**config.mk**
```make
export PLATFORM = sky130hd
export DESIGN_NAME = data_memory_arbiter
export DESIGN_NICKNAME = d
export VERILOG_FILES = /design/src/rtl/data_memory_arbiter.sv
export SDC_FILE = /design/constraint.sdc
export NUM_CORES = 1
export LEC_CHECK = 0
export CORE_MARGIN = 2
export CORE_UTILIZATION = 25
export DETAILED_ROUTE_END_ITERATION = 8
export PLACE_DENSITY = 0.56
export SYNTH_ARGS = -nofsm -noshare
export SYNTH_HDL_FRONTEND = slang
export SYNTH_SLANG_ARGS = --single-unit
```
**constraint.sdc**
```tcl
create_clock -name clk -period 1.89 [get_ports clk]
set_input_delay 0.378 -clock clk [delete_from_list [all_inputs] [get_ports clk]]
set_output_delay 0.378 -clock clk [all_outputs]
set_load 0.005 [all_outputs]
```
**src/rtl/data_memory_arbiter.sv**
```systemverilog
// Round-robin arbiter sharing one data memory between the MEM stage (port 0) and a loader (port 1).
// Address faults ack one cycle after the grant; normal transfers ack WAIT_CYCLES+2 cycles after the grant; a requester stalls until its ack.
module data_memory_arbiter #(
  parameter int unsigned WAIT_CYCLES = 2,
  parameter logic [31:0] BASE_ADDR   = 32'd1024,
  parameter int unsigned DEPTH       = 64
) (
  input  logic        clk,
  input  logic        rst,
  input  logic        m0_req,
  input  logic        m0_we,
  input  logic [31:0] m0_addr,
  input  logic [31:0] m0_wdata,
  output logic        m0_ack,
  output logic [31:0] m0_rdata,
  output logic        m0_err,
  input  logic        m1_req,
  input  logic        m1_we,
  input  logic [31:0] m1_addr,
  input  logic [31:0] m1_wdata,
  output logic        m1_ack,
  output logic [31:0] m1_rdata,
  output logic        m1_err,
  output logic        mem_read,
  output logic        mem_write,
  output logic [31:0] mem_address,
  output logic [31:0] mem_data,
  input  logic [31:0] mem_out,
  output logic [1:0]  gnt,
  output logic        busy
);

  localparam logic [31:0] LP_SPAN = 32'(4 * DEPTH);
  localparam logic [3:0]  LP_WAIT = 4'(WAIT_CYCLES);

  typedef enum logic [1:0] {
    S_IDLE   = 2'd0,
    S_ACCESS = 2'd1,
    S_DONE   = 2'd2
  } state_t;

  state_t      r_state;
  state_t      w_state_nxt;
  logic        r_last;
  logic [3:0]  r_cnt;
  logic        r_owner;
  logic        r_we;
  logic        r_err;
  logic [31:0] r_addr;
  logic [31:0] r_wdata;
  logic [31:0] r_rdata;

  logic        w_any;
  logic        w_pick;
  logic        w_sel_we;
  logic [31:0] w_sel_addr;
  logic [31:0] w_sel_wdata;
  logic [31:0] w_offset;
  logic        w_fault;
  logic        w_cnt_zero;

  // On a tie the port that did not win last time goes first.
  assign w_any       = m0_req | m1_req;
  assign w_pick      = (m0_req & m1_req) ? ~r_last : m1_req;
  assign w_sel_we    = w_pick ? m1_we    : m0_we;
  assign w_sel_addr  = w_pick ? m1_addr  : m0_addr;
  assign w_sel_wdata = w_pick ? m1_wdata : m0_wdata;
  assign w_offset    = w_sel_addr - BASE_ADDR;
  assign w_fault     = (w_sel_addr[1:0] != 2'b00) || (w_offset >= LP_SPAN);
  assign w_cnt_zero  = (r_cnt == 4'd0);

  always_ff @(posedge clk) begin
    if (rst) begin
      r_state <= S_IDLE;
    end else begin
      r_state <= w_state_nxt;
    end
  end

  always_ff @(posedge clk) begin
    if (rst) begin
      r_last  <= 1'b1;
      r_cnt   <= 4'd0;
      r_owner <= 1'b0;
      r_we    <= 1'b0;
      r_err   <= 1'b0;
      r_addr  <= 32'd0;
      r_wdata <= 32'd0;
      r_rdata <= 32'd0;
    end else begin
      case (r_state)
        S_IDLE: begin
          if (w_any) begin
            r_owner <= w_pick;
            r_last  <= w_pick;
            r_we    <= w_sel_we;
            r_addr  <= w_sel_addr;
            r_wdata <= w_sel_wdata;
            r_err   <= w_fault;
            r_cnt   <= LP_WAIT;
            r_rdata <= 32'd0;
          end
        end
        S_ACCESS: begin
          if (!w_cnt_zero) begin
            r_cnt <= r_cnt - 4'd1;
          end else begin
            r_rdata <= r_we ? 32'd0 : mem_out;
          end
        end
        default: begin
        end
      endcase
    end
  end

  always_comb begin
    w_state_nxt = r_state;
    mem_read    = 1'b0;
    mem_write   = 1'b0;
    mem_address = 32'd0;
    mem_data    = 32'd0;
    m0_ack      = 1'b0;
    m0_rdata    = 32'd0;
    m0_err      = 1'b0;
    m1_ack      = 1'b0;
    m1_rdata    = 32'd0;
    m1_err      = 1'b0;
    gnt         = 2'b00;
    busy        = 1'b0;
    case (r_state)
      S_IDLE: begin
        if (w_any) begin
          w_state_nxt = w_fault ? S_DONE : S_ACCESS;
        end
      end
      S_ACCESS: begin
        busy        = 1'b1;
        gnt         = r_owner ? 2'b10 : 2'b01;
        mem_address = r_addr;
        mem_data    = r_wdata;
        mem_read    = ~r_we;
        // A single write strobe on the final access cycle.
        mem_write   = r_we & w_cnt_zero;
        if (w_cnt_zero) begin
          w_state_nxt = S_DONE;
        end
      end
      S_DONE: begin
        busy        = 1'b1;
        gnt         = r_owner ? 2'b10 : 2'b01;
        w_state_nxt = S_IDLE;
        if (r_owner) begin
          m1_ack   = 1'b1;
          m1_rdata = r_rdata;
          m1_err   = r_err;
        end else begin
          m0_ack   = 1'b1;
          m0_rdata = r_rdata;
          m0_err   = r_err;
        end
      end
      default: begin
        w_state_nxt = S_IDLE;
      end
    endcase
  end

endmodule

```
==> run_results.csv, run 1 <==
group,metric,value,unit
sta,finalHoldViolations,0,
final_layout,fillers,2141,
sta,finalCriticalPeriod,2.120,ns
final_layout,mostFrequentLayoutCell,"nand2_1",
synth,synth-edff-count,0,
synth,yosysSeqAreaShare,0.3764,
route,firstDrtPassIters,4,
global_route,grt_max_degree,69,
global_route,grt_remaining_overflow,0,
global_route,use_met3,0.07313,
sta,final.setup.worst_slack,-0.2299,ns
setup_path,path_max_fanout,3,
pwr,p_int,4.377,mW
route,wl,25320,um
synth,muxShareOfSynthArea,0.008877,
synth,synth_seq_cells,106,
placed_design,placedCellCount,1347,
global_route,top_usage_layer,"met2",
final_layout,area_growth,101.7,%
clock_tree,ctsHoldBuffers,0,
floorplan,die_y,154.2,um
sta,fin_skew,0.005972,ns
synth,synthAdderAreaFrac,0.01110,
pwr,p_sw_frac,0.2954,
clock_tree,tritoncts,"yes",
pwr,switchingPower,1.835,mW
pwr,powerDensity,546.4,mW/mm2
sta,tns,-6.503,ns
clock_tree,cts-buffers-inserted,9,
clock_tree,cts_max_path_buffers,2,
pwr,ir_worst_vdd,364.7,uV
clock_tree,htree_levels,3,
synth,syn_avg_cell_area,7.428,um2
synth,synthFlopType,"dfxtp_1",
worst_hold_path,min_path_type,"in -> reg",
final_layout,final_layout_size_suffix_gt1_frac,0.4401,
synth,synth_xor_area_frac,0.003107,
clock_tree,path_clk_slew,0.08,ns
setup_path,worstPathRequired,1.51,ns
synth,synth_compound_area_frac,0.1662,
route,drc,0,
final_layout,multiInputGateArea,0.004197,mm2
floorplan,dieArea,0.02377,mm2
synth,synthCells,759,
route,first_iter_violations,191,
sta,fin_crit_sh,1.122,
placed_design,portBuffers,302,
floorplan,placementRows,54,
final_layout,fin_util,0.5178,
outcome,status,"complete, but fails checks",
final_layout,nets,1302,
clock_tree,clock-root-buffer,"clkbuf_16",
floorplan,core_area,0.02196,mm2
outcome,violations,"negative setup slack",
synth,netlist_area,0.005638,mm2
final_layout,final_cell_mix,"nand2_1, clkdlybuf4s50_1, dfxtp_1",
synth,synth_warnings,0,
final_layout,seq_area,0.002135,mm2
synth,syn_nets,930,
global_route,first_global_vias,6671,
floorplan,io-pin-count,303,
route,wl_per_cell,17.87,um
final_layout,stdcell_count,1417,
clock_tree,clk_latency,0.36,ns
sta,report.final.slew_viol_count,0,
setup_path,crit_path_end_kind,"primary output",
global_route,grt_use_met1,0.2242,
pwr,p_leak,4.874,nW
sta,fmax,471.7,MHz
floorplan,die_width,154.2,um
clock_tree,cts_sinks,106,
route,via_per_inst,4.809,
synth,synthSimpleGateAreaFrac,0.3797,
setup_path,cp.arrival,1.74,ns
run,maxCapViolations,0,
route,vias,6815,
synth,synth_top_family_by_area,"simple AND/OR/NAND/NOR gates",
pwr,comb_power_share,0.275,
sta,worst_hold_slack,0.2765,ns
global_route,antenna_found_initial,2,
pwr,pwr-share-seq,0.399,
synth,synth_cell_types,45,
placed_design,dp_hpwl,16780,um
route,ant_nets,0,
sta,tightestPinTransition,0.4941,ns
placed_design,place.gp.congestion,0.8671,
synth,ys_async_sr_fraction,0,
sta,setup_viol,103,
setup_path,critPathKind,"reg -> out",
pwr,power.total,6.213,mW
sta,max_slew_margin,0.6706,
floorplan,start_util,0.2568,
global_route,use_met2,0.3673,
global_route,grt_pass1_wl,37510,um
global_route,grtUsageTotal,0.2029,
pwr,pwr-share-clk,0.326,
sta,rsz0062_at_grt,"yes",
setup_path,critPathLaunchType,"register",
==> layout make-up <==
class                           count  share of cell area
Antenna cell                        1           0.0002201
Clock buffer                        9             0.01981
Clock inverter                      7            0.007592
Inverter                            5            0.001871
Multi-Input combinational cell    576              0.3691
Sequential cell                   106              0.1877
Tap cell                          280             0.03081
Timing Repair Buffer              433              0.3829
==> repair_timing <==
action,CTS,global route
pin swaps,63,64
resized for setup,656,280
setup endpoints to repair,217,166
cloned,16,1
setup buffers,38,9
==> metrics by stage <==
step | instance area [um2] | setup slack, ns
finish | 11370 | -0.2299
global route | 11370 | -0.2906
CTS | 10650 | -0.2566
detailed placement | 9497 | -0.6443
global placement | 9497 | -0.6049
floorplan | 5638 | 0.1065
==> cells in the mapped netlist, drive strengths merged, types with 2 or more instances <==
| cell | n | area share |
|---|---|---|
| o41ai | 3 | 0.0080 |
| clkbuf | 54 | 0.036 |
| nand3 | 37 | 0.033 |
| nor3b | 2 | 0.0027 |
| nor2b | 6 | 0.0067 |
| mux2i | 5 | 0.0089 |
| a21oi | 38 | 0.034 |
| nand4 | 2 | 0.0022 |
| nor4b | 2 | 0.0031 |
| and2 | 99 | 0.11 |
| nor2 | 77 | 0.051 |
| o21ai | 3 | 0.0027 |
| ha | 5 | 0.011 |
| inv | 5 | 0.0033 |
| and3 | 34 | 0.038 |
| dfxtp | 106 | 0.38 |
| a21boi | 2 | 0.0033 |
| a211oi | 4 | 0.0053 |
| xor2 | 2 | 0.0031 |
| nor3 | 8 | 0.0071 |
| buf | 18 | 0.015 |
| nand2 | 162 | 0.11 |
| a31oi | 2 | 0.0022 |
| nor4 | 8 | 0.014 |
| a311oi | 63 | 0.098 |
==> cell families after synthesis <==
group,Yosys count
AOI/OAI and AO/OA,123
xor gates and xnor gates,2
muxes,5
DFF,106
and+or+nand+nor,441
buffers and inverters,77
adders and majority gates,5
==> per-layer routing <==
metal / vias up / routed length, um
li1: 3358 / -
met1: 3141 / 9821
met2: 273 / 12650
met3: 41 / 2274
met4: 2 / 554
met5: - / 13
==> path summary, 6_finish.rpt <==
path | startpoint | to | slack [ns] | depth (start not counted)
worst max-delay path | r_state[0]$_SDFFE_PP0P_ | m0_rdata[22] | -0.23 | 9
worst min-delay path | m1_addr[13] | r_addr[13]$_SDFFE_PP0P_ | 0.28 | 3
worst max register to register | r_state[0]$_SDFFE_PP0P_ | r_rdata[25]$_SDFFE_PP0P_ | -0.05 | 13
worst min register to register | r_rdata[7]$_SDFFE_PP0P_ | r_rdata[7]$_SDFFE_PP0P_ | 0.47 | 2
==> sequential cells by signal (all words and copies together) (netlist names) <==
register  flops
r_addr       32
r_err         1
r_rdata      32
r_we          1
r_last        1
r_state       2
r_owner       1
r_wdata      32
r_cnt         4
==> power by group through the flow <==
stage	clock network [mW]	logic, mW	registers, mW
after CTS	2.10	1.61	2.47
final	2.02	1.71	2.48
after floorplan	0	0.548	2.50
after global routing	2.17	1.85	2.50
after global placement	0	1.24	2.52
after detailed placement	0	1.24	2.52
==> worst max-delay path: stages (launching register included) <==
cell     delay, ns
dfxtp_2       0.34
inv_2         0.05
ha_4          0.16
nor2b_4       0.13
buf_12        0.13
buf_12        0.12
buf_6         0.11
buf_6         0.10
and2_4        0.15
buf_6         0.11
Note: power is estimated with default switching activity, not from simulation.
==> run 2, diff against run 1 <==
- CTS_BUF_LIST: unset -> sky130_fd_sc_hd__clkbuf_4 sky130_fd_sc_hd__clkbuf_8 sky130_fd_sc_hd__clkbuf_16
==> results of run 2 <==
Final layout, timing and power as in run 1 (identical DEF).
==> run 3, diff against run 2 <==
- GPL_TIMING_DRIVEN: unset -> 0
==> run 3 against run 2 <==
Compared with the run above:
- the run still ends with negative setup slack left
- critical path depth fell by 2
- first-iteration DRC count rose by 27%
- combinational power fell by 15%
- non-clock buffer count did not move
- die area did not move
- setup slack got worse by 0.015 ns
- critical endpoint is now mem_address[29]
- largest power group unchanged
- highest routed layer unchanged
==> run_results.csv, run 3 (synthesis results as in run 1) <==
group,metric,value,unit
outcome,status,"complete, but fails checks",
outcome,violations,"negative setup slack",
floorplan,placementRows,54,
route,ant_nets,0,
sta,fin_skew,0.008668,ns
clock_tree,clk_latency,0.36,ns
pwr,p_leak,4.712,nW
setup_path,critPathLaunchType,"register",
setup_path,worst_path_most_repeated_cell,"clkbuf_16",
setup_path,reg2regPathDepth,7,
setup_path,slowest_stage,"dfxtp_2",
worst_hold_path,min_path_type,"in -> reg",
route,wl_per_cell,18.58,um
pwr,powerDensity,526.4,mW/mm2
sta,fmax,468.3,MHz
final_layout,final_layout_size_suffix_gt1_frac,0.3841,
final_layout,nets,1302,
sta,rsz0062_at_grt,"yes",
worst_hold_path,holdPathStages,3,
clock_tree,tritoncts,"yes",
floorplan,dieArea,0.02377,mm2
final_layout,mostFrequentLayoutCell,"nand2_1",
floorplan,core_area,0.02196,mm2
setup_path,crit_chain,"buf_4 -> ha_4 -> clkbuf_16 -> clkbuf_16 -> clkbuf_16 -> and2_4 -> buf_6",
clock_tree,cts_max_path_buffers,2,
setup_path,worstPathRequired,1.51,ns
setup_path,cp.arrival,1.76,ns
sta,report.final.slew_viol_count,0,
clock_tree,path_clk_slew,0.07,ns
global_route,grtUsageTotal,0.2160,
sta,max_slew_margin,0.5797,
setup_path,crit_path_end_kind,"primary output",
clock_tree,cts-buffers-inserted,9,
global_route,grt_remaining_overflow,0,
pwr,ir_worst_vdd,410.4,uV
final_layout,final_cell_area,0.01102,mm2
sta,finalCriticalPeriod,2.135,ns
floorplan,die_width,154.2,um
placed_design,portBuffers,301,
route,drt-met1-wl,10360,um
floorplan,start_util,0.2568,
sta,final.setup.worst_slack,-0.2452,ns
pwr,power.total,5.800,mW
route,wl_met3,2388,um
sta,worst_hold_slack,0.3110,ns
final_layout,area_growth,95.41,%
final_layout,largest_registers,"r_addr (32), r_rdata (32), r_wdata (32)",
global_route,grt_max_degree,18,
clock_tree,clock-root-buffer,"clkbuf_16",
global_route,antenna_found_initial,7,
route,first_iter_violations,243,
final_layout,final_cell_mix,"nand2_1, buf_6, clkdlybuf4s50_1",
run,maxCapViolations,0,
route,wl,26370,um
setup_path,critPathKind,"reg -> out",
sta,finalHoldViolations,0,
global_route,first_global_vias,6980,
setup_path,path_max_fanout,6,
global_route,grt_pass1_wl,39990,um
route,vias,6896,
sta,tightestPinTransition,0.6305,ns
setup_path,max_stage_delay,0.33,ns
placed_design,placed_area,0.009001,mm2
route,firstDrtPassIters,5,
clock_tree,htree_levels,3,
placed_design,place.gp.congestion,0.8674,
sta,setup_viol,126,
route,dr_wl_met2,13170,um
placed_design,dp_hpwl,19330,um
floorplan,io-pin-count,303,
floorplan,die_y,154.2,um
route,via_per_inst,4.860,
route,dr.max_layer_used,"met5",
clock_tree,cts_sinks,106,
sta,fin_crit_sh,1.130,
route,drc,0,
## run 3: cell count changes in the layout (fill, tap and decap cells not counted), sizes merged, moves of 2 or more
cell / delta
clkinvlp: -2
dlygate4sd2: -8
buf: -19
clkinv: +2
clkbuf: +20
diode: +3
clkdlybuf4s50: +2
dlymetal6s2s: +5
## run 3: metal layers
metal,global-route usage,vias to the layer above
met5,0,-
met4,0.06186,6
met3,0.07677,33
met2,0.3871,277
met1,0.2412,3210
li1,-,3370
## run 3: worst paths after layout
| path | start | to | slack, ns |
|---|---|---|---|
| min reg2reg | r_rdata[1]$_SDFFE_PP0P_ | r_rdata[1]$_SDFFE_PP0P_ | 0.46 |
| min | m1_addr[12] | r_addr[12]$_SDFFE_PP0P_ | 0.31 |
| max reg2reg | r_last$_SDFFE_PP1P_ | r_err$_SDFFE_PP0P_ | 0.06 |
| max | r_state[0]$_SDFFE_PP0P_ | mem_address[29] | -0.25 |
## run 3: worst max-delay path: cells and delay by family (launching register included)
family / cells / cell delay (ns)
buf+inv: 5 / 0.74
simple gates: 1 / 0.15
flops: 1 / 0.33
fa+ha+maj: 1 / 0.18
## run 3: area by class of cell
| type | instances | area (um2) |
|---|---|---|
| Tap cell | 280 | 350.3 |
| Buffer | 69 | 654.4 |
| Inverter | 5 | 21.27 |
| Fill cell | 2137 | 10940 |
| Sequential cell | 106 | 2131 |
| Antenna cell | 4 | 10.01 |
| Multi-Input combinational cell | 576 | 3890 |
| Timing Repair Buffer | 364 | 3682 |
| Clock buffer | 10 | 239.0 |
| Clock inverter | 5 | 38.79 |
## run 3: power breakdown
| group | total (mW) | internal (mW) | switching (mW) | leakage, nW |
|---|---|---|---|---|
| Clock | 1.85 | 0.935 | 0.915 | 0.135 |
| Sequential | 2.49 | 2.39 | 0.0911 | 0.873 |
| Combinational | 1.46 | 0.751 | 0.713 | 3.70 |
| Total | 5.80 | 4.08 | 1.72 | 4.71 |
## run 3: what timing repair did
item	in CTS	in global routing
gates cloned	12	0
setup buffers	44	13
setup endpoints to repair	242	205
gates resized for setup	911	141
hold buffers	0	0
pin swaps	110	25
## run 3: stage by stage
step	worst slack, ns	setup TNS [ns]	utilization	cells
after floorplan	0.1065	0	-	759
after global placement	-1.295	-150.06	0.4099	1340
after detailed placement	-1.232	-148.90	0.4099	1340
after CTS	-0.2711	-18.93	0.4857	1410
after global routing	-0.2928	-22.25	0.5015	1417
final	-0.2452	-15.56	0.5017	1419
